### config.mk
export PLATFORM = sky130hd
export DESIGN_NAME = g_minus_rb_gen
export DESIGN_NICKNAME = d
export VERILOG_FILES = /design/src/rtl/g_minus_rb_gen.sv
export SDC_FILE = /design/constraint.sdc
export NUM_CORES = 1
export LEC_CHECK = 0
export CAP_MARGIN = 20
export CORE_UTILIZATION = 52
export DETAILED_ROUTE_END_ITERATION = 10
export GPL_ROUTABILITY_DRIVEN = 0
export GPL_TIMING_DRIVEN = 0
export PLACE_DENSITY = 0.8
export SYNTH_ARGS = -nofsm -noshare
export SYNTH_HDL_FRONTEND = slang
export SYNTH_SLANG_ARGS = --single-unit
### constraint.sdc
create_clock -name clk -period 3 [get_ports clk]
set_input_delay 0.6 -clock clk [delete_from_list [all_inputs] [get_ports clk]]
set_output_delay 0.6 -clock clk [all_outputs]
set_load 0.1 [all_outputs]
### src/rtl/g_minus_rb_gen.sv
// rtl/g_minus_rb_gen.sv - two-stage saturated G-RB colour-difference generator with line column tracking.
// Optional GMRB_SATCNT_EN adds a saturating sat_count output cleared on accepted in_sof.
module g_minus_rb_gen #(
  parameter int PixelBitWidth = 12,
  parameter int LineWidth     = 1920,
  parameter int ColBits       = 11
) (
  input  logic                       clk,
  input  logic                       rst,
  input  logic                       in_valid,
  output logic                       in_ready,
  input  logic                       in_sof,
  input  logic [PixelBitWidth-1:0]   g,
  input  logic [PixelBitWidth-1:0]   rb,
  output logic                       out_valid,
  input  logic                       out_ready,
  output logic [PixelBitWidth-3:0]   g_m_rb,
  output logic                       out_sat,
  output logic                       out_eol
`ifdef GMRB_SATCNT_EN
  ,
  output logic [15:0]                sat_count
`endif
);

  localparam int W1       = PixelBitWidth + 1;
  localparam int OW       = PixelBitWidth - 2;
  localparam int SAT_HI_I = 2**(PixelBitWidth-3) - 1;
  localparam int SAT_LO_I = -(2**(PixelBitWidth-3));
  localparam logic signed [PixelBitWidth:0] SAT_HI = W1'(SAT_HI_I);
  localparam logic signed [PixelBitWidth:0] SAT_LO = W1'(SAT_LO_I);
  localparam logic [OW-1:0] OUT_HI = {1'b0, {(OW-1){1'b1}}};
  localparam logic [OW-1:0] OUT_LO = {1'b1, {(OW-1){1'b0}}};
  localparam logic [ColBits-1:0] LAST_COL = ColBits'(LineWidth - 1);

  logic                   adv;
  logic                   accept;
  logic [ColBits-1:0]     pair_col;
  logic                   pair_eol;

  logic                   s1_valid_q, s1_valid_d;
  logic [PixelBitWidth:0] s1_diff_q, s1_diff_d;
  logic                   s1_eol_q, s1_eol_d;
  logic                   s2_valid_q, s2_valid_d;
  logic [OW-1:0]          g_m_rb_q, g_m_rb_d;
  logic                   sat_q, sat_d;
  logic                   eol_q, eol_d;
  logic [ColBits-1:0]     col_q, col_d;

  always_comb begin
    adv        = !(s2_valid_q && !out_ready);
    accept     = in_valid && adv;
    // An accepted start-of-frame pair is column 0 regardless of where the counter was.
    pair_col   = in_sof ? '0 : col_q;
    pair_eol   = (pair_col == LAST_COL);

    s1_valid_d = s1_valid_q;
    s1_diff_d  = s1_diff_q;
    s1_eol_d   = s1_eol_q;
    s2_valid_d = s2_valid_q;
    g_m_rb_d   = g_m_rb_q;
    sat_d      = sat_q;
    eol_d      = eol_q;
    col_d      = col_q;

    if (accept) begin
      col_d = pair_eol ? '0 : pair_col + 1'b1;
    end

    if (adv) begin
      s1_valid_d = in_valid;
      s1_diff_d  = {1'b0, g} - {1'b0, rb};
      s1_eol_d   = accept && pair_eol;
      s2_valid_d = s1_valid_q;
      eol_d      = s1_eol_q;
      if ($signed(s1_diff_q) > SAT_HI) begin
        g_m_rb_d = OUT_HI;
        sat_d    = 1'b1;
      end else if ($signed(s1_diff_q) < SAT_LO) begin
        g_m_rb_d = OUT_LO;
        sat_d    = 1'b1;
      end else begin
        g_m_rb_d = s1_diff_q[OW-1:0];
        sat_d    = 1'b0;
      end
    end
  end

  always_ff @(posedge clk) begin
    if (!rst) begin
      s1_valid_q <= 1'b0;
      s1_diff_q  <= '0;
      s1_eol_q   <= 1'b0;
      s2_valid_q <= 1'b0;
      g_m_rb_q   <= '0;
      sat_q      <= 1'b0;
      eol_q      <= 1'b0;
      col_q      <= '0;
    end else begin
      s1_valid_q <= s1_valid_d;
      s1_diff_q  <= s1_diff_d;
      s1_eol_q   <= s1_eol_d;
      s2_valid_q <= s2_valid_d;
      g_m_rb_q   <= g_m_rb_d;
      sat_q      <= sat_d;
      eol_q      <= eol_d;
      col_q      <= col_d;
    end
  end

  assign in_ready  = adv;
  assign out_valid = s2_valid_q;
  assign g_m_rb    = g_m_rb_q;
  assign out_sat   = sat_q;
  assign out_eol   = eol_q;

`ifdef GMRB_SATCNT_EN
  logic [15:0] sat_cnt_q, sat_cnt_d;

  always_comb begin
    sat_cnt_d = sat_cnt_q;
    if (accept && in_sof) begin
      sat_cnt_d = '0;
    end else if (s2_valid_q && out_ready && sat_q && (sat_cnt_q != 16'hFFFF)) begin
      sat_cnt_d = sat_cnt_q + 16'd1;
    end
  end

  always_ff @(posedge clk) begin
    if (!rst) begin
      sat_cnt_q <= '0;
    end else begin
      sat_cnt_q <= sat_cnt_d;
    end
  end

  assign sat_count = sat_cnt_q;
`else
  // Saturation counter not built; outputs above are the complete interface.
`endif

endmodule
==> impl_metrics.json <==
{
  "status": "completed",
  "rows": 23,
  "fmax_mhz": 358,
  "leakage_nw": 1.08,
  "wl_per_cell_um": 13.2,
  "cp-end-kind": "output port",
  "critPathLaunchType": "input port",
  "layout-drive-gt1-share": 0.0536,
  "synth_seq_area_share": 0.350,
  "power_frac_clock": 0.243,
  "power_frac_comb": 0.334,
  "switching_share": 0.375,
  "tightest_slew_ns": 0.974,
  "synthArstFlopShare": 0,
  "clk_pin_slew_ns": 0.07,
  "postCtsSetupRepairBufs": 0,
  "fin_ws_ns": 0.209,
  "worstPathArrival_ns": 2.19,
  "powerDensity_nw_per_um2": 508,
  "final.period_utilization": 0.930,
  "path_buf_inv": 4,
  "area_growth_pct": 24.4,
  "die-area_um2": 4550,
  "synth.distinct_cells": 50,
  "port_buffers": 40,
  "synth_fp_nets": 332,
  "hpwl_mm": 3.77,
  "critical_path_required_ns": 2.40,
  "post-place-ws_ns": -0.867,
  "die_y_um": 67.5,
  "overflow": 0,
  "syn-cell-area_um2": 2230,
  "ant_nets": 0,
  "grtUsageTotal": 0.249,
  "first_pass_iters": 4,
  "rsz0062_at_grt": "false",
  "wirelength_mm": 5.11,
  "synth_cells": 289,
  "crit_family": "buffers and inverters",
  "vias": 2185,
  "ys_warn_count": 0,
  "max-clock-path-buffers": 2,
  "core-area_um2": 4060,
  "final_cell_mix": "dfxtp_1 (39), clkdlybuf4s50_1 (39), a21oi_1 (34)",
  "grt_pass1_vias": 1876,
  "start_util": 0.549,
  "numCtsBuffers": 5,
  "drv_slew": 0,
  "finalSetupViolations": 0,
  "cts_tree": "built",
  "cp_cell_sequence": "clkdlybuf4s50_1, nor2b_1, clkinv_1, clkbuf_2, buf_4",
  "clockRootBuffer": "clkbuf_8",
  "hold_viol_final": 0,
  "avgSynthCellArea_um2": 7.71,
  "crit_path_top_delay_cell": "clkinv_1",
  "skew_ns": 0.00332,
  "ys.flop_type": "dfxtp_1",
  "p_sw_mw": 0.529,
  "io_pins": 43,
  "nets": 378,
  "cts_max_level": 2,
  "cts.sinks": 39,
  "worstSkewPairLatency_ns": 0.29,
  "pwr-share-seq": 0.423,
  "crit_type": "in2out",
  "drv_cap": 0,
  "diodes": 0,
  "routed_via_density": 5.66,
  "antenna_found_initial": 0,
  "grt_first_pass_wirelength_mm": 8.47,
  "finalHoldWorstSlack_ns": 0.462,
  "timing.slew.headroom": 0.348,
  "period_needed_ns": 2.79,
  "drt_iter0_drc": 153,
  "fp.dieW_um": 67.5,
  "ir_drop_uv": 242,
  "yosys_register_bits": 39,
  "synth_edf_count": 0,
  "slowest_delay_ns": 0.41,
  "drc": 0,
  "grt_start_max_net_pins": 13,
  "hp-class": "reg2reg",
  "worst-path-max-fanout": 17,
  "p_int_mw": 0.880
}
final timing paths:
check | slack [ns] | to | cells past startpoint | start
hold / removal | 0.46 | s1_eol_q | 2 | s1_eol_q
setup reg to reg | 0.88 | col_q[8] | 6 | out_valid
hold reg to reg | 0.46 | s1_eol_q | 2 | s1_eol_q
setup / recovery | 0.21 | in_ready | 5 | out_ready
layout make-up:
cell class	count	area, um2
clock inverters	2	12.5
multi-input cells	217	1310
flip-flops and latches	39	781
clock buffers	6	72.6
plain buffers	14	66.3
well taps	50	62.6
repair buffers	40	398
fillers	338	1290
inverters	18	67.6
cells in the mapped netlist (2+ instances only):
cell | instances | share of area
inv_1 | 17 | 0.029
o21ai_0 | 31 | 0.070
clkbuf_1 | 12 | 0.020
nor2_1 | 26 | 0.044
a21o_1 | 2 | 0.0067
nor3_1 | 5 | 0.011
nand4_1 | 2 | 0.0056
o211ai_1 | 4 | 0.013
nor4_1 | 3 | 0.0084
xor2_1 | 4 | 0.016
dfxtp_1 | 39 | 0.35
nand4b_1 | 2 | 0.0079
nand3_1 | 17 | 0.038
nor2b_1 | 4 | 0.011
ha_1 | 13 | 0.073
nand2b_1 | 6 | 0.017
nand2_1 | 28 | 0.047
or3_1 | 4 | 0.011
a211oi_1 | 5 | 0.017
mux2_2 | 2 | 0.010
a21oi_1 | 34 | 0.076
flip-flops by register name, indices dropped and copies added (netlist names):
register	flops
col_q	11
g_m_rb	10
out_eol	1
out_sat	1
out_valid	1
s1_diff_q	13
s1_eol_q	1
s1_valid_q	1
worst register-to-register path: cells and delay by family (launching register included):
family | cells | cell delay (ns)
buffers and inverters | 2 | 0.80
AO/OA/AOI/OAI | 1 | 0.27
AND/OR/NAND/NOR | 3 | 0.63
flip-flops | 1 | 0.33
power by group through the flow:
stage / Combinational, mW / Clock, mW / Sequential [mW]
floorplan: 0.175 / 0 / 0.770
global placement: 0.463 / 0 / 0.605
detailed placement: 0.468 / 0 / 0.607
CTS: 0.469 / 0.348 / 0.595
global route: 0.509 / 0.380 / 0.602
finish: 0.470 / 0.342 / 0.596
per-layer routing:
metal,vias up,part of all wire,global-route usage
li1,1121,-,-
met3,5,0.028,0.0524
met2,40,0.47,0.411
met1,1019,0.49,0.323
met4,0,0.0086,0.0718
met5,-,0,0
logic make-up after synthesis:
family	after synthesis	synth area share
buf+inv	33	0.0612
compound gates	91	0.241
fa+ha+maj	14	0.0820
mux	3	0.0146
flops	39	0.350
simple gates	105	0.235
xor+xnor	4	0.0157
timing repair:
action,CTS,global route
gates resized for setup,7,0
endpoints found under the setup margin,1,1
hold buffers,0,0
stage by stage:
step                utilization  setup TNS, ns  instance area (um2)  power [mW]  instances
floorplan                     -              0                 2230       0.945        289
global placement          0.663         -0.851                 2690        1.07        379
detailed placement        0.663         -0.867                 2690        1.07        379
CTS                       0.684              0                 2780        1.41        387
global route              0.683              0                 2770        1.49        386
finish                    0.683              0                 2770        1.41        386
Power figures use the tool's default switching activity.
